`src/rtl/rv32i_imm_pkg.sv`:
```
// Shared definitions for the pipelined RV32I immediate generator:
// opcodes, per-lane format codes, lane bound and buffer FSM states.
package rv32i_imm_pkg;

  // Upper bound on instructions per bundle
  localparam int unsigned MaxLanes = 4;

  // Major opcodes, instr[6:0]
  localparam logic [6:0] OpImm     = 7'b0010011;
  localparam logic [6:0] OpLoad    = 7'b0000011;
  localparam logic [6:0] OpJalr    = 7'b1100111;
  localparam logic [6:0] OpMiscMem = 7'b0001111;
  localparam logic [6:0] OpSystem  = 7'b1110011;
  localparam logic [6:0] OpStore   = 7'b0100011;
  localparam logic [6:0] OpBranch  = 7'b1100011;
  localparam logic [6:0] OpJal     = 7'b1101111;
  localparam logic [6:0] OpLui     = 7'b0110111;
  localparam logic [6:0] OpAuipc   = 7'b0010111;
  localparam logic [6:0] OpOp      = 7'b0110011;

  // Immediate format codes presented on out_fmt
  typedef enum logic [2:0] {
    FmtNone = 3'd0,
    FmtI    = 3'd1,
    FmtS    = 3'd2,
    FmtB    = 3'd3,
    FmtU    = 3'd4,
    FmtJ    = 3'd5,
    FmtCsr  = 3'd6
  } fmt_e;

  // Output buffer occupancy
  typedef enum logic [1:0] {
    StEmpty = 2'd0,
    StOne   = 2'd1,
    StTwo   = 2'd2
  } buf_state_e;

endpackage

```
`src/rtl/rv32i_imm_lane.sv`:
```
// Combinational single-lane RV32I immediate decoder.
// IMM_GEN_CSR_EN: when defined, SYSTEM with funct3[2]=1 decodes as CSR (zimm in rs1 field).
module rv32i_imm_lane (
  input  logic [31:0] instr,
  input  logic [31:0] pc,
  output logic [31:0] imm,
  output logic [2:0]  fmt,
  output logic        illegal,
  output logic [31:0] target
);
  import rv32i_imm_pkg::*;

  logic pc_rel;

  // Opcode decode to immediate, format, legality and target selection
  always_comb begin
    imm     = '0;
    fmt     = FmtNone;
    illegal = 1'b0;
    pc_rel  = 1'b0;
    if (instr[1:0] != 2'b11) begin
      illegal = 1'b1;
    end else begin
      case (instr[6:0])
        OpImm, OpLoad, OpJalr, OpMiscMem: begin
          imm = {{20{instr[31]}}, instr[31:20]};
          fmt = FmtI;
        end
        OpSystem: begin
`ifdef IMM_GEN_CSR_EN
          if (instr[14]) begin
            imm = {27'b0, instr[19:15]};
            fmt = FmtCsr;
          end else begin
            imm = {{20{instr[31]}}, instr[31:20]};
            fmt = FmtI;
          end
`else
          imm = {{20{instr[31]}}, instr[31:20]};
          fmt = FmtI;
`endif
        end
        OpStore: begin
          imm = {{20{instr[31]}}, instr[31:25], instr[11:7]};
          fmt = FmtS;
        end
        OpBranch: begin
          imm    = {{19{instr[31]}}, instr[31], instr[7], instr[30:25], instr[11:8], 1'b0};
          fmt    = FmtB;
          pc_rel = 1'b1;
        end
        OpJal: begin
          imm    = {{11{instr[31]}}, instr[31], instr[19:12], instr[20], instr[30:21], 1'b0};
          fmt    = FmtJ;
          pc_rel = 1'b1;
        end
        OpLui: begin
          imm = {instr[31:12], 12'b0};
          fmt = FmtU;
        end
        OpAuipc: begin
          imm    = {instr[31:12], 12'b0};
          fmt    = FmtU;
          pc_rel = 1'b1;
        end
        OpOp: begin
          // Register-register: legal, no immediate
        end
        default: begin
          illegal = 1'b1;
        end
      endcase
    end
  end

  // JALR and everything non-relative report the fall-through PC
  assign target = pc + (pc_rel ? imm : 32'd4);

endmodule

```
`src/rtl/rv32i_imm_gen_pipe.sv`:
```
// Registered multi-lane RV32I immediate generator with valid/ready on both sides.
// SKID=1 adds a second entry so in_ready depends only on buffer state.
// IMM_GEN_CSR_EN (see rv32i_imm_lane) enables the CSR format decode.
module rv32i_imm_gen_pipe #(
  parameter int unsigned LANES = 1,
  parameter bit          SKID  = 1'b1
) (
  input  logic                  clk,
  input  logic                  rst_n,
  input  logic                  flush,
  input  logic                  in_valid,
  output logic                  in_ready,
  input  logic [32*LANES-1:0]   in_instr,
  input  logic [31:0]           in_pc,
  output logic                  out_valid,
  input  logic                  out_ready,
  output logic [32*LANES-1:0]   out_imm,
  output logic [3*LANES-1:0]    out_fmt,
  output logic [32*LANES-1:0]   out_target,
  output logic [LANES-1:0]      out_illegal
);
  import rv32i_imm_pkg::*;

  if (LANES < 1 || LANES > MaxLanes) begin : g_bad_lanes
    $error("rv32i_imm_gen_pipe: LANES out of range");
  end

  logic [32*LANES-1:0] dec_imm, dec_target;
  logic [3*LANES-1:0]  dec_fmt;
  logic [LANES-1:0]    dec_illegal;

  for (genvar k = 0; k < LANES; k++) begin : g_lane
    logic [31:0] lane_pc;
    assign lane_pc = in_pc + 32'(4 * k);
    rv32i_imm_lane u_lane (
      .instr   (in_instr[32*k +: 32]),
      .pc      (lane_pc),
      .imm     (dec_imm[32*k +: 32]),
      .fmt     (dec_fmt[3*k +: 3]),
      .illegal (dec_illegal[k]),
      .target  (dec_target[32*k +: 32])
    );
  end

  buf_state_e state_q, state_d;
  logic       accept, pop;
  logic       load_main, load_skid, skid_to_main;

  logic [32*LANES-1:0] imm_q, target_q, skid_imm_q, skid_target_q;
  logic [3*LANES-1:0]  fmt_q, skid_fmt_q;
  logic [LANES-1:0]    illegal_q, skid_illegal_q;

  assign out_valid = (state_q != StEmpty);
  // Without the skid entry a full buffer can only take a bundle when it is being drained
  assign in_ready  = SKID ? (state_q != StTwo) : (!out_valid || out_ready);
  assign accept    = in_valid && in_ready;
  assign pop       = out_valid && out_ready;

  // Buffer occupancy next state and data-move controls; flush wins over everything
  always_comb begin
    state_d      = state_q;
    load_main    = 1'b0;
    load_skid    = 1'b0;
    skid_to_main = 1'b0;
    if (flush) begin
      state_d = StEmpty;
    end else begin
      case (state_q)
        StEmpty: begin
          if (accept) begin
            state_d   = StOne;
            load_main = 1'b1;
          end
        end
        StOne: begin
          if (accept && pop) begin
            load_main = 1'b1;
          end else if (accept) begin
            state_d   = StTwo;
            load_skid = 1'b1;
          end else if (pop) begin
            state_d = StEmpty;
          end
        end
        StTwo: begin
          if (pop) begin
            state_d      = StOne;
            skid_to_main = 1'b1;
          end
        end
        default: state_d = StEmpty;
      endcase
    end
  end

  // Occupancy register
  always_ff @(posedge clk or negedge rst_n) begin
    if (!rst_n) state_q <= StEmpty;
    else        state_q <= state_d;
  end

  // Main (output) entry: fresh decode or promoted skid entry
  always_ff @(posedge clk or negedge rst_n) begin
    if (!rst_n) begin
      imm_q     <= '0;
      fmt_q     <= '0;
      target_q  <= '0;
      illegal_q <= '0;
    end else if (load_main) begin
      imm_q     <= dec_imm;
      fmt_q     <= dec_fmt;
      target_q  <= dec_target;
      illegal_q <= dec_illegal;
    end else if (skid_to_main) begin
      imm_q     <= skid_imm_q;
      fmt_q     <= skid_fmt_q;
      target_q  <= skid_target_q;
      illegal_q <= skid_illegal_q;
    end
  end

  // Skid entry: holds the second bundle while the main entry is stalled
  always_ff @(posedge clk or negedge rst_n) begin
    if (!rst_n) begin
      skid_imm_q     <= '0;
      skid_fmt_q     <= '0;
      skid_target_q  <= '0;
      skid_illegal_q <= '0;
    end else if (load_skid) begin
      skid_imm_q     <= dec_imm;
      skid_fmt_q     <= dec_fmt;
      skid_target_q  <= dec_target;
      skid_illegal_q <= dec_illegal;
    end
  end

  assign out_imm     = imm_q;
  assign out_fmt     = fmt_q;
  assign out_target  = target_q;
  assign out_illegal = illegal_q;

endmodule

```
`config.mk`:
```
export PLATFORM = sky130hd
export DESIGN_NAME = rv32i_imm_gen_pipe
export DESIGN_NICKNAME = d
export VERILOG_FILES = /design/src/rtl/rv32i_imm_pkg.sv /design/src/rtl/rv32i_imm_lane.sv /design/src/rtl/rv32i_imm_gen_pipe.sv
export SDC_FILE = /design/constraint.sdc
export NUM_CORES = 1
export LEC_CHECK = 0
export BUFFER_PORTS_ARGS = -buffer_cell sky130_fd_sc_hd__buf_4
export CORE_MARGIN = 2
export CORE_UTILIZATION = 61
export CTS_CLUSTER_DIAMETER = 200
export CTS_CLUSTER_SIZE = 16
export DETAILED_ROUTE_END_ITERATION = 6
export PLACE_DENSITY_LB_ADDON = 0.05
export RECOVER_POWER = 25
export SYNTH_ARGS = -nofsm -noshare
export SYNTH_HDL_FRONTEND = slang
export SYNTH_SLANG_ARGS = --single-unit
```
`constraint.sdc`:
```
create_clock -name clk -period 5.1 [get_ports clk]
set_clock_uncertainty 0.1 [all_clocks]
set_input_delay 1.275 -clock clk [delete_from_list [all_inputs] [get_ports clk]]
set_output_delay 1.275 -clock clk [all_outputs]
set_load 0.01 [all_outputs]
```
* Word-level counts from Yosys, hierarchy flattened *
Cells that the tools add are included.

cells by class
  add/subtract/negate cells = 1
  eq/ne operators = 19
  muxes and demuxes = 34
  reductions and logical operators = 11

operator list
  operator                                       count
  two-way mux 32 bit                             6
  one-hot mux 32 bit (5 select lines)            1
  adder 32 bit                                   1
  == test 7 bit, second input constant           4
  == test 7 x 6 -> 1 bit, second input constant  3
  two-way mux 1 bit                              15
  one-hot mux 3 bit (5 select lines)             1
  == test 7 x 5 -> 1 bit, second input constant  2
  two-way mux 2 bit                              6
  OR reduction 11 bit                            1
  two-way mux 3 bit                              3
  inequality test 3 bit, second input constant   3
  == test 7 x 2 -> 1 bit, second input constant  1
  == test 7 x 4 -> 1 bit, second input constant  1
  one-hot mux 2 bit (3 select lines)             1
  OR reduction 5 bit                             1
  inequality test 2 bit, second input constant   2
  inequality test 4 bit, second input constant   1
  AND reduction 4 bit                            1
  nonzero test 2 bit                             2
  logical AND 1 bit                              3
  OR reduction 3 bit                             1
  == test 2 x 1 -> 1 bit, second input constant  1
  == test 2 bit, second input constant           1
  other kinds (3)                                3

storage, ports and cells
  bits in registers = 138
  input bits = 69

* Logic depth before layout (Yosys ltp) *
Gate-level depths: netlist of run 1.

  word-level depth = 7
  depth in mapped cells = 18
  gate-level depth less buffers = 15

* Modules after synthesis *
Synthesis of run 1 repeated with hierarchy kept, for this count alone.

unflattened totals
  cell total of the unflattened synthesis = 737
  area, all modules = 7968.9 um^2

by module, submodules not included
  module              instances  cells each  area each (um^2)  sequential area each (um^2)
  rv32i_imm_gen_pipe  1          387         5610.4            3453.3
  rv32i_imm_lane      1          350         2358.5            0.0

* Worst setup path after synthesis of run 1 *
Ideal clock, no wire load.

  path type = input -> register
  from = in in_instr[2]
  to = reg target_q[31], in the netlist out_target[31]
  library setup time = 99 ps
  arrival time = 4210 ps
  data required time = 4901 ps
  slack = 691 ps
  cell stages on the path = 17
  buffers on the path = 3
  cell sequence = buf_4 > and4b_2 > a221oi_2 > nand2_1 > nand2_1 > nor2_1 > clkbuf_1 > a21oi_1 > nor2_1 > ha_1 > buf_2 > inv_1 > nor3_1 > or2b_2 > a32o_1 > o2111a_1 > a311oi_1

between the ends
  cells in the longest elaborated chain, start to end = 7

ends and longest elaborated chain
  what                                                                      line                       text
  start: declaration                                                        rv32i_imm_gen_pipe.sv:13   input logic [32*LANES-1:0] in_instr,
  == test 7 x 5 -> 1 bit, or another cell as far along                      rv32i_imm_lane.sv:24       case (instr[6:0])
  OR reduction 5 bit (no source line), or another cell as far along         -
  one-hot mux 32 bit (5 select lines) or two-way mux 1 bit (tied branches)  rv32i_imm_lane.sv:24
  two-way mux 32 bit or two-way mux 1 bit (tied branches)                   rv32i_imm_lane.sv:21       if (instr[1:0] != 2'b11) begin
  two-way mux 32 bit (*)                                                    rv32i_imm_lane.sv:77       assign target = pc + (pc_rel ? imm : 32'd4);
  adder 32 bit (*)                                                          rv32i_imm_lane.sv:77
  two-way mux 32 bit (*)                                                    rv32i_imm_gen_pipe.sv:109  end else if (load_main) begin
  end signal: assignment                                                    rv32i_imm_gen_pipe.sv:112  target_q <= dec_target;
  end signal: assignment                                                    rv32i_imm_gen_pipe.sv:117  target_q <= skid_target_q;
  end: declaration                                                          rv32i_imm_gen_pipe.sv:49   logic [32*LANES-1:0] imm_q, target_q, skid_imm_q, skid_target_q;

Mark *: on every way between the ends. The rest lies on a longest branch, timed or not.
A chain may end at the register's enable or synchronous reset.

* Final worst setup path of run 1 *
  from = in in_instr[5]
  to = reg target_q[31], in the netlist out_target[31]

Same word-level chain as after synthesis.

==> flow_summary.rst, run 1 <==
.. list-table::
   :header-rows: 1

   * - Metric
     - Value
   * - Result of the run
     - finished with violations
   * - Violated checks
     - capacitance limit, slew limit
   * - DRC viols
     - 0
   * - Worst slew margin relative to its limit
     - -125.8%
   * - Global-route wire length before repair
     - 37.80 mm
   * - Synthesis Warnings
     - 0
   * - Reg2reg start
     - state_q[1]
   * - RSZ-0062 raised after global routing
     - no
   * - Max-slew violation count
     - between 70 and 80
   * - Detailed-route wire length
     - 23.85 mm
   * - Met2 track demand over resource
     - 53.96%
   * - Max_cap viols
     - 1
   * - R2R setup slack
     - 2610 ps
   * - Number of CTS-inserted buffers
     - 17
   * - Switching power share of the total
     - 29.35%
   * - Highest Clock Rate
     - 0.2192 GHz
   * - Part of the power in combinational logic
     - approximately 18%
   * - Hold buffer count at CTS
     - 0
   * - Fraction of layout instances using a drive strength above 1
     - 21.62%
   * - TritonCTS clock tree
     - yes
   * - Final net count
     - 1138
   * - Power per cell area
     - 312.1 nW/um2
   * - Worst endpoint required time
     - 5330 ps
   * - Total number of clock tree sinks
     - 138
   * - Fill count
     - 1006
   * - Number of antenna violations at the first check in global routing
     - 0
   * - Floorplan die height
     - 119.6 um
   * - Share of flip-flops with an asynchronous set or reset
     - 100.0%
   * - Placed cell areas
     - 9339 um2
   * - Detailed Route Iter0 Violations
     - 780
   * - Capturing element type of the critical path
     - flip-flop
   * - Most common library cell in the layout ignoring fill and taps
     - sky130_fd_sc_hd__buf_4
   * - I/O pin count
     - 139
   * - Full die area
     - 14310 um2
   * - Number of placement rows
     - 42
   * - Slew at the pin closest to its max-slew limit
     - 3387 ps
   * - Overall track demand over capacity in global routing
     - 34.02%
   * - Combined area of the multi-input logic cells
     - between 4000 and 5000 um2
   * - Area growth, synth to finish
     - 21.43%
   * - Via-per-instance ratio
     - 6.289
   * - Most used cells in the layout excluding fill and tap cells
     - 158 x sky130_fd_sc_hd__buf_4, 138 x sky130_fd_sc_hd__dfrtp_1, 108 x sky130_fd_sc_hd__nand2_1
   * - Worst-path fanout max
     - 10
   * - Netlist area before placement
     - 8155 um2
   * - Worst-Skew Late Latency
     - ~430 ps
   * - Number of failing hold endpoints at the final stage
     - 0
   * - FF+latch count, synth
     - 138
   * - DRT Pass-1 Iters
     - 5
   * - Tmin final
     - roughly 4600 ps
   * - Pin count of the biggest net entering global routing
     - 80
   * - Gr busiest metal
     - met2
   * - GRT overflow
     - 0
   * - Avg Cell Area, Syn
     - 8.903 um2
   * - Setup total negative slack
     - 0 ps
   * - Vias in the first global route
     - 7243
   * - Die Width
     - 119.6 um
   * - Number of cells traversed by the worst register-to-register path
     - 6
   * - Seq pwr share
     - 42.9%
   * - Post-Layout Inst Area
     - 9903 um2
   * - Switching power of the nets
     - 0.9071 mW
   * - Share of synthesized area occupied by flip-flops and latches
     - 42.34%
   * - Clock network fraction of total power
     - just under 40%
   * - WL/cell
     - between 15 and 20 um
   * - CTS Root Cell
     - sky130_fd_sc_hd__clkbuf_16
   * - Internal portion of total power
     - roughly 2.2 mW
   * - Largest voltage drop on the vdd net
     - 0.2161 mV
   * - Buffer depth of the longest clock path
     - 2
   * - Hold crit path type
     - flip-flop to flip-flop
   * - Path type of the worst setup path
     - input port to flip-flop
   * - GR Util met3
     - 7.747%
   * - Arrival time of data at the critical path endpoint
     - 4790 ps
   * - Period utilisation layout
     - 89.44%
   * - Number of inserted diodes
     - 0
   * - Port Buffer Count
     - 138
   * - Synth Instances
     - between 900 and 1000
   * - Clock input transition at the sequential cells of the worst setup and hold paths
     - 60 ps
   * - Cts repair resizes
     - 0
   * - Global placement routability congestion
     - 0.9501
   * - Initial core utilization
     - between 60 and 70%
   * - Area of the core
     - 13140 um2
   * - Leading register cell type out of synthesis
     - sky130_fd_sc_hd__dfrtp_1
   * - Leak
     - 4.582 nW
   * - H-tree depth
     - 4
   * - Final hold slack
     - roughly 380 ps
   * - Sequential standard cell area
     - 3453 um2
   * - Startpoint types
     - input port
   * - Count of unique library cells instantiated by Yosys
     - 75
   * - Post-DP HPWL
     - around 17 mm
   * - Beginning of the critical path
     - in_instr[5]
   * - Reg-to-reg endpoint
     - out_imm[8]
   * - Number of post-CTS setup repair buffers
     - 0
   * - Critical Path Sink
     - out_target[31]
   * - Post-synth net total
     - between 1000 and 1500
   * - Number of flops mapped to enable cells by yosys
     - 0
   * - ANT nets after route
     - 0
   * - Routed via count
     - 7710
   * - Count of final setup violators
     - 0
   * - GR Layer Usage met1
     - 45.72%
-- worst min path at each step --
stage                     depth (start not counted)               from                 to
final                                             2  skid_target_q[29]  skid_target_q[29]
after floorplan                                   2  skid_target_q[11]  skid_target_q[11]
after CTS                                         2   skid_target_q[3]   skid_target_q[3]
after detailed placement                          2   skid_target_q[3]   skid_target_q[3]
after global placement                            2         out_fmt[2]         out_fmt[2]
after global routing                              2     skid_imm_q[31]     skid_imm_q[31]
-- worst max-delay path, cell delays in order --
cell	delay (ps)
sky130_fd_sc_hd__buf_4	140
sky130_fd_sc_hd__nor2b_2	200
sky130_fd_sc_hd__a221oi_2	320
sky130_fd_sc_hd__nand2_1	80
sky130_fd_sc_hd__nand2_1	140
sky130_fd_sc_hd__nor2_1	70
sky130_fd_sc_hd__buf_4	180
sky130_fd_sc_hd__a21oi_1	260
sky130_fd_sc_hd__nor2_1	170
sky130_fd_sc_hd__ha_1	410
sky130_fd_sc_hd__nand2_1	190
sky130_fd_sc_hd__nor3_1	340
sky130_fd_sc_hd__or2b_2	330
sky130_fd_sc_hd__a32o_1	310
sky130_fd_sc_hd__o2111a_1	140
sky130_fd_sc_hd__a311oi_1	230
-- area by class of cell --
type	count	share of cell area, %
clock buffers	17	4.296
clock inverters	15	1.503
inverters	25	0.9476
multi-input cells	694	44.02
flip-flops and latches	138	34.87
well taps	176	2.224
repair buffers	161	12.14
-- flip-flops by register name (all words and copies together), names as in the netlist, 2 cells and up --
signal and flops:
out_target 32, skid_target_q 32, skid_imm_q 32, skid_fmt_q 3, state_q 2, out_fmt 3
out_imm 32
-- kinds of logic (layout without fill, tap and decap cells) --
family / after synthesis / after routing / synth area share [%]
AOI/OAI and AO/OA: 328 / 328 / 25.85
and+or+nand+nor: 292 / 292 / 17.48
buffers and inverters: 84 / 218 / 4.526
other: 1 / 1 / 0.04598
xor gates and xnor gates: 23 / 23 / 2.470
muxes: 18 / 18 / 2.286
DFF: 138 / 138 / 42.34
adders and majority gates: 32 / 32 / 5.002
-- through the flow --
| step | power, mW | cells | util [%] | setup WS [ps] |
|---|---|---|---|---|
| 2_1_floorplan | 1.633 | 916 | - | 690.8 |
| 3_3_place_gp | 1.881 | 1194 | 71.09 | 77.35 |
| 3_5_place_dp | 1.891 | 1194 | 71.09 | 204.2 |
| 4_1_cts | 3.095 | 1226 | 75.46 | 584.5 |
| 5_1_grt | 3.224 | 1226 | 75.38 | 234.2 |
| 6_report | 3.091 | 1226 | 75.38 | 538.4 |
-- power groups by stage --
stage | combinational (mW) | clock, mW | sequential [mW]
after floorplan | 0.279 | 0 | 1.35
after global routing | 0.615 | 1.27 | 1.34
final | 0.556 | 1.21 | 1.33
after global placement | 0.546 | 0 | 1.34
after CTS | 0.557 | 1.21 | 1.32
after detailed placement | 0.552 | 0 | 1.34
-- routing by layer --
metal	routed length, um	vias to the layer above
met5	0	-
li1	-	3572
met1	10180	3730
met4	707	0
met2	11140	355
met3	1821	53
-- synthesized netlist by cell type, types with 6 or more instances --
library cell               instances  area, um2
sky130_fd_sc_hd__o211ai_1          6      45.04
sky130_fd_sc_hd__o21ai_0         104      520.5
sky130_fd_sc_hd__nor2b_1          22      137.6
sky130_fd_sc_hd__nor2_1           61      229.0
sky130_fd_sc_hd__and2_1           11      68.82
sky130_fd_sc_hd__nand2b_1         11      68.82
sky130_fd_sc_hd__xor2_1           12      105.1
sky130_fd_sc_hd__a222oi_1          6      60.06
sky130_fd_sc_hd__buf_2            10      50.05
sky130_fd_sc_hd__nand4_1          10      62.56
sky130_fd_sc_hd__inv_1            25      93.84
sky130_fd_sc_hd__nor3_1           12      60.06
sky130_fd_sc_hd__a22o_1            7      61.31
sky130_fd_sc_hd__o21a_1            6      45.04
sky130_fd_sc_hd__mux2i_1          13      130.1
sky130_fd_sc_hd__dfrtp_1         138       3453
sky130_fd_sc_hd__clkbuf_1         41      153.9
sky130_fd_sc_hd__xnor2_1          11      96.34
sky130_fd_sc_hd__ha_1             31      387.9
sky130_fd_sc_hd__a211oi_1         22      165.2
sky130_fd_sc_hd__and3_1            6      37.54
sky130_fd_sc_hd__a22oi_1          37      277.8
sky130_fd_sc_hd__a21oi_1          72      360.4
sky130_fd_sc_hd__nand2_1         109      409.1
sky130_fd_sc_hd__a31oi_1          12      75.07
sky130_fd_sc_hd__a21o_1           12      90.09
sky130_fd_sc_hd__nand3_1          16      80.08
Note: power is estimated with default switching activity, not from simulation.
==> run 2, diff against run 1 <==
- CELL_PAD_IN_SITES_DETAIL_PLACEMENT: not set -> 1
- CELL_PAD_IN_SITES_GLOBAL_PLACEMENT: not set -> 2
- CORE_UTILIZATION: 61 -> 37
==> flow_summary.rst, run 2 (synthesis gave the netlist of run 1 again) <==
.. list-table::
   :header-rows: 1

   * - Metric
     - Value
   * - Area growth, synth to finish
     - 24.50%
   * - Post-DP HPWL
     - 20.37 mm
   * - Routed via count
     - 7561
   * - Path type of the worst setup path
     - input port to flip-flop
   * - Placed cells
     - between 1000 and 1500
   * - Cts repair resizes
     - 0
   * - Worst endpoint required time
     - 5290 ps
   * - Total buffers and inverters traversed by the critical path
     - 2
   * - Number of failing hold endpoints at the final stage
     - 0
   * - CTS Root Cell
     - sky130_fd_sc_hd__clkbuf_16
   * - WL/cell
     - 21.20 um
   * - Result of the run
     - finished with violations
   * - Startpoint types
     - input port
   * - Critical Path, Cell by Cell
     - buf_4, and2_2, o21ai_0, a21oi_1, a22oi_1, nor2_1, ha_1, a21o_1, a31o_2, o2111ai_1, a31oi_1, buf_4, a21oi_1, xor2_1, a21oi_1
   * - Worst-Skew Late Latency
     - 430 ps
   * - Final net count
     - 1147
   * - Final cell count without fillers
     - about 1300
   * - Buffer depth of the longest clock path
     - 2
   * - Overall track demand over capacity in global routing
     - 24.68%
   * - Most used cells in the layout excluding fill and tap cells
     - 168 x sky130_fd_sc_hd__buf_4, 138 x sky130_fd_sc_hd__dfrtp_1, 108 x sky130_fd_sc_hd__nand2_1
   * - Fraction of layout instances using a drive strength above 1
     - 22.47%
   * - Number of CTS-inserted buffers
     - 17
   * - ANT nets after route
     - 0
   * - Highest Clock Rate
     - around 0.21 GHz
   * - Detailed Route Iter0 Violations
     - 428
   * - Worst slew margin relative to its limit
     - -62.46%
   * - Max-slew violation count
     - 94
   * - Final hold slack
     - between 300 and 400 ps
   * - Number of antenna violations at the first check in global routing
     - 0
   * - Post-placement worst setup slack
     - -44.93 ps
   * - I/O pin count
     - 139
   * - Number of inserted diodes
     - 0
   * - CP max-delay cell
     - sky130_fd_sc_hd__a22oi_1
   * - Worst setup slack after layout
     - around 370 ps
   * - H-tree depth
     - 4
   * - Fill count
     - ~2600
   * - Detailed-route wire length
     - around 28 mm
   * - Global-route wire length before repair
     - 44.99 mm
   * - Area of the core
     - 21760 um2
   * - Worst-path fanout max
     - 12
   * - Count of final setup violators
     - 0
   * - Most common library cell in the layout ignoring fill and taps
     - sky130_fd_sc_hd__buf_4
   * - DRC viols
     - 0
   * - Most prevalent standard cell on the critical path
     - sky130_fd_sc_hd__a21oi_1
   * - Clock input transition at the sequential cells of the worst setup and hold paths
     - 70 ps
   * - Full die area
     - 23250 um2
   * - Period utilisation layout
     - a little over 90%
   * - GRT overflow
     - 0
   * - Global placement routability congestion
     - between 0.8 and 0.9
   * - Floorplan die height
     - 152.5 um
   * - Die Width
     - around 150 um
   * - Total number of clock tree sinks
     - 138
   * - Leak
     - 4.657 nW
   * - CP max stage delay
     - roughly 420 ps
   * - Pin count of the biggest net entering global routing
     - 94
   * - Hold buffer count at CTS
     - 0
   * - Cell type group with the largest total delay on the critical path
     - compound AO/OA/AOI/OAI gates
   * - Number of placement rows
     - 54
   * - Post-Layout Inst Area
     - 10150 um2
   * - Final standard cell utilization of the core
     - 46.67%
   * - Combined area of the multi-input logic cells
     - approximately 4400 um2
   * - Largest voltage drop on the vdd net
     - 0.2038 mV
   * - RSZ-0062 raised after global routing
     - no
   * - Power per cell area
     - about 320 nW/um2
   * - Via-per-instance ratio
     - 5.647
   * - TritonCTS clock tree
     - yes
   * - Initial core utilization
     - 37.49%
   * - Slew at the pin closest to its max-slew limit
     - 2437 ps
   * - Violated checks
     - capacitance limit, slew limit
   * - Vias in the first global route
     - around 7800
   * - DRT Pass-1 Iters
     - 7
   * - Hold crit path type
     - flip-flop to flip-flop
   * - Port Buffer Count
     - 138
   * - Max_cap viols
     - 1
   * - Tmin final
     - ~4700 ps
   * - Placed cell areas
     - 9542 um2
   * - Arrival time of data at the critical path endpoint
     - 4920 ps
   * - Sequential standard cell area
     - 3453 um2
   * - Number of post-CTS setup repair buffers
     - 0
   * - Capturing element type of the critical path
     - flip-flop
run 2: area by class of cell:
| cell class | instances | share of cell area, % |
|---|---|---|
| Multi-Input combinational cell | 694 | 42.98 |
| Sequential cell | 138 | 34.01 |
| Timing Repair Buffer | 170 | 12.51 |
| Clock buffer | 17 | 4.190 |
| Tap cell | 280 | 3.450 |
| Clock inverter | 15 | 1.935 |
| Inverter | 25 | 0.9242 |
run 2: worst paths after layout:
path	depth (start not counted)	slack [ps]	to	start
min in group asynchronous	1	1480	state_q[0]	rst_n
max in group asynchronous	1	1970	skid_imm_q[3]	rst_n
setup / recovery	15	370	out_target[25]	in_instr[6]
setup reg to reg	6	2440	out_imm[10]	state_q[1]
hold reg to reg	2	380	skid_target_q[14]	skid_target_q[14]
hold / removal	2	380	skid_target_q[14]	skid_target_q[14]
run 2: worst register-to-register path, cell delays in order (launching register included):
cell	delay, ps
sky130_fd_sc_hd__dfrtp_1	430
sky130_fd_sc_hd__nand2b_1	220
sky130_fd_sc_hd__nor2_1	220
sky130_fd_sc_hd__nand2_1	680
sky130_fd_sc_hd__nor2_1	710
sky130_fd_sc_hd__a222oi_1	150
sky130_fd_sc_hd__inv_1	100
run 2: per-layer routing:
layer | global-route usage, % | vias to the layer above | share of wire (%)
li1 | - | 3584 | -
met1 | 35.67 | 3752 | 48
met2 | 38.67 | 196 | 46
met3 | 3.754 | 29 | 4.6
met4 | 6.834 | 0 | 1.7
met5 | 0 | - | 0
run 2: per-stage QoR:
step / total power [mW] / setup TNS, ps
global route: 3.391 / 0
finish: 3.238 / 0
detailed placement: 1.919 / -69.15
floorplan: 1.633 / 0
CTS: 3.268 / 0
global placement: 1.906 / -131.1
run 2: power by group:
group / leakage [nW] / internal [mW] / switching, mW / total, mW
clock network: 0.308 / 0.754 / 0.589 / 1.34
registers: 1.79 / 1.24 / 0.0846 / 1.33
logic: 2.56 / 0.258 / 0.310 / 0.569
total: 4.66 / 2.25 / 0.984 / 3.24
==> run 3, diff against run 2 <==
==> constraint.sdc (replaced) <==
create_clock -name clk -period 5.1 [get_ports clk]
set_clock_uncertainty 0.1 [all_clocks]
set_input_delay 0.765 -clock clk [delete_from_list [all_inputs] [get_ports clk]]
set_output_delay 0.765 -clock clk [all_outputs]
set_load 0.01 [all_outputs]
==> flow_summary.rst, run 3 (synthesis gave the netlist of run 1 again) <==
.. list-table::
   :header-rows: 1

   * - Metric
     - Value
   * - Detailed-route wire length
     - 27.89 mm
   * - Cts repair resizes
     - 0
   * - Number of failing hold endpoints at the final stage
     - 0
   * - ANT nets after route
     - 0
   * - Path type of the worst setup path
     - input port to flip-flop
   * - Final net count
     - 1130
   * - Max-slew violation count
     - around 140
   * - Period utilisation layout
     - 81.79%
   * - Number of post-CTS setup repair buffers
     - 0
   * - Worst slew margin relative to its limit
     - -57.38%
   * - Full die area
     - 23250 um2
   * - I/O pin count
     - 139
   * - Highest Clock Rate
     - 0.2397 GHz
   * - Slew at the pin closest to its max-slew limit
     - 2361 ps
   * - Number of cells traversed by the worst register-to-register path
     - 7
   * - DRT Pass-1 Iters
     - 5
   * - TritonCTS clock tree
     - yes
   * - CTS Root Cell
     - sky130_fd_sc_hd__clkbuf_16
   * - Final cell count without fillers
     - around 1300
   * - Total chip power
     - approximately 3.1 mW
   * - CP max stage delay
     - around 470 ps
   * - Pin count of the biggest net entering global routing
     - 65
   * - Worst-Skew Late Latency
     - 430 ps
   * - Max_cap viols
     - 3
   * - Most used cells in the layout excluding fill and tap cells
     - 148 x sky130_fd_sc_hd__buf_4, 138 x sky130_fd_sc_hd__dfrtp_1, 108 x sky130_fd_sc_hd__nand2_1
   * - Buffer depth of the longest clock path
     - 2
   * - Tmin final
     - 4171 ps
   * - Result of the run
     - finished with violations
   * - Die Width
     - around 150 um
   * - Leak
     - 4.562 nW
   * - Arrival time of data at the critical path endpoint
     - 4370 ps
   * - Number of cells on the worst hold path
     - 2
   * - CP max-delay cell
     - sky130_fd_sc_hd__a22oi_1
   * - Critical Path, Cell by Cell
     - buf_4, and2_2, o21ai_0, a21oi_1, a22oi_1, nor2_1, ha_1, a21o_1, a31o_2, o2111ai_1, a31oi_1, a21oi_1, xor2_1, a21oi_1
   * - Number of antenna violations at the first check in global routing
     - 0
   * - RSZ-0062 raised after global routing
     - no
   * - Floorplan die height
     - about 150 um
   * - DRC viols
     - 0
   * - Initial core utilization
     - 37.49%
   * - Global-route wire length before repair
     - 44.04 mm
   * - Fraction of layout instances using a drive strength above 1
     - 21.02%
   * - WL/cell
     - 21.09 um
   * - Total buffers and inverters traversed by the critical path
     - 1
   * - Via-per-instance ratio
     - 5.620
   * - Crit path depth
     - 14
   * - Power per cell area
     - 314.0 nW/um2
   * - Post-DP HPWL
     - around 20 mm
   * - Area growth, synth to finish
     - 22.43%
   * - H-tree depth
     - 4
   * - Worst setup slack after layout
     - between 900 and 1000 ps
   * - Total number of clock tree sinks
     - 138
   * - Startpoint types
     - input port
   * - Worst endpoint required time
     - 5300 ps
   * - Detailed Route Iter0 Violations
     - 450
   * - Area of the core
     - 21760 um2
   * - Final hold slack
     - 375.7 ps
   * - Post-Layout Inst Area
     - roughly 10000 um2
   * - Fill count
     - 2558
   * - Final standard cell utilization of the core
     - 45.89%
   * - Cell type group with the largest total delay on the critical path
     - compound AO/OA/AOI/OAI gates
   * - Most prevalent standard cell on the critical path
     - sky130_fd_sc_hd__a21oi_1
   * - Global placement routability congestion
     - 0.8540
   * - GRT overflow
     - 0
   * - Port Buffer Count
     - 138
   * - Capturing element type of the critical path
     - flip-flop
   * - Overall track demand over capacity in global routing
     - 24.17%
   * - Vias in the first global route
     - 7650
   * - Worst-path fanout max
     - 12
   * - Number of inserted diodes
     - 0
   * - Count of final setup violators
     - 0
   * - Largest voltage drop on the vdd net
     - 0.2002 mV
   * - Number of CTS-inserted buffers
     - 17
   * - Placed cell areas
     - approximately 9400 um2
   * - Clock input transition at the sequential cells of the worst setup and hold paths
     - 70 ps
   * - Most common library cell in the layout ignoring fill and taps
     - sky130_fd_sc_hd__buf_4
   * - Setup total negative slack
     - 0 ps
   * - Violated checks
     - capacitance limit, slew limit
   * - Hold crit path type
     - flip-flop to flip-flop
   * - Placed cells
     - 1290
   * - Hold buffer count at CTS
     - 0
   * - Number of placement rows
     - 54
   * - Post-placement worst setup slack
     - 510.9 ps
   * - Routed via count
     - 7429
## run 3: changes by cell type in the layout (fill, tap and decap cells not counted), sizes merged
| cell | change |
|---|---|
| buf | -19 |
| bufinv | -2 |
| clkbuf | +2 |
| clkinv | +1 |
| inv | +1 |
## run 3: worst min-delay path: stages (launching register included)
cell and delay, ps:
sky130_fd_sc_hd__dfrtp_1 340, sky130_fd_sc_hd__nand2_1 50, sky130_fd_sc_hd__o31ai_1 50
## run 3: final timing paths
path | start | to | slack (ps)
hold / removal | skid_target_q[11] | skid_target_q[11] | 380
hold reg to reg | skid_target_q[11] | skid_target_q[11] | 380
max in group asynchronous | rst_n | out_target[16] | 1130
setup reg to reg | state_q[0] | out_target[5] | 2440
setup / recovery | in_instr[6] | out_target[25] | 930
min in group asynchronous | rst_n | state_q[1] | 930
## run 3: final cells by class
type,instances,area (um2),share of cell area [%]
inverter,25,93.84,0.9398
clock inverter,15,150.1,1.504
tap,280,350.3,3.509
clock buffer,17,425.4,4.261
multi-input combinational,694,4364,43.71
timing repair buffer,153,1147,11.49
sequential,138,3453,34.59
## run 3: per-layer routing
metal	share of wire (%)	wire length [um]	vias up	global-route usage (%)
met2	46	12940	177	38.27
li1	-	-	3544	-
met4	1.8	513	0	6.834
met1	48	13250	3679	34.60
met5	0	0	-	0
met3	4.2	1180	29	3.641
## run 3: report_power, final
part	total [mW]	switching (mW)	internal (mW)
clock network	1.25	0.593	0.655
logic	0.562	0.308	0.254
registers	1.33	0.0843	1.24
total	3.14	0.985	2.15
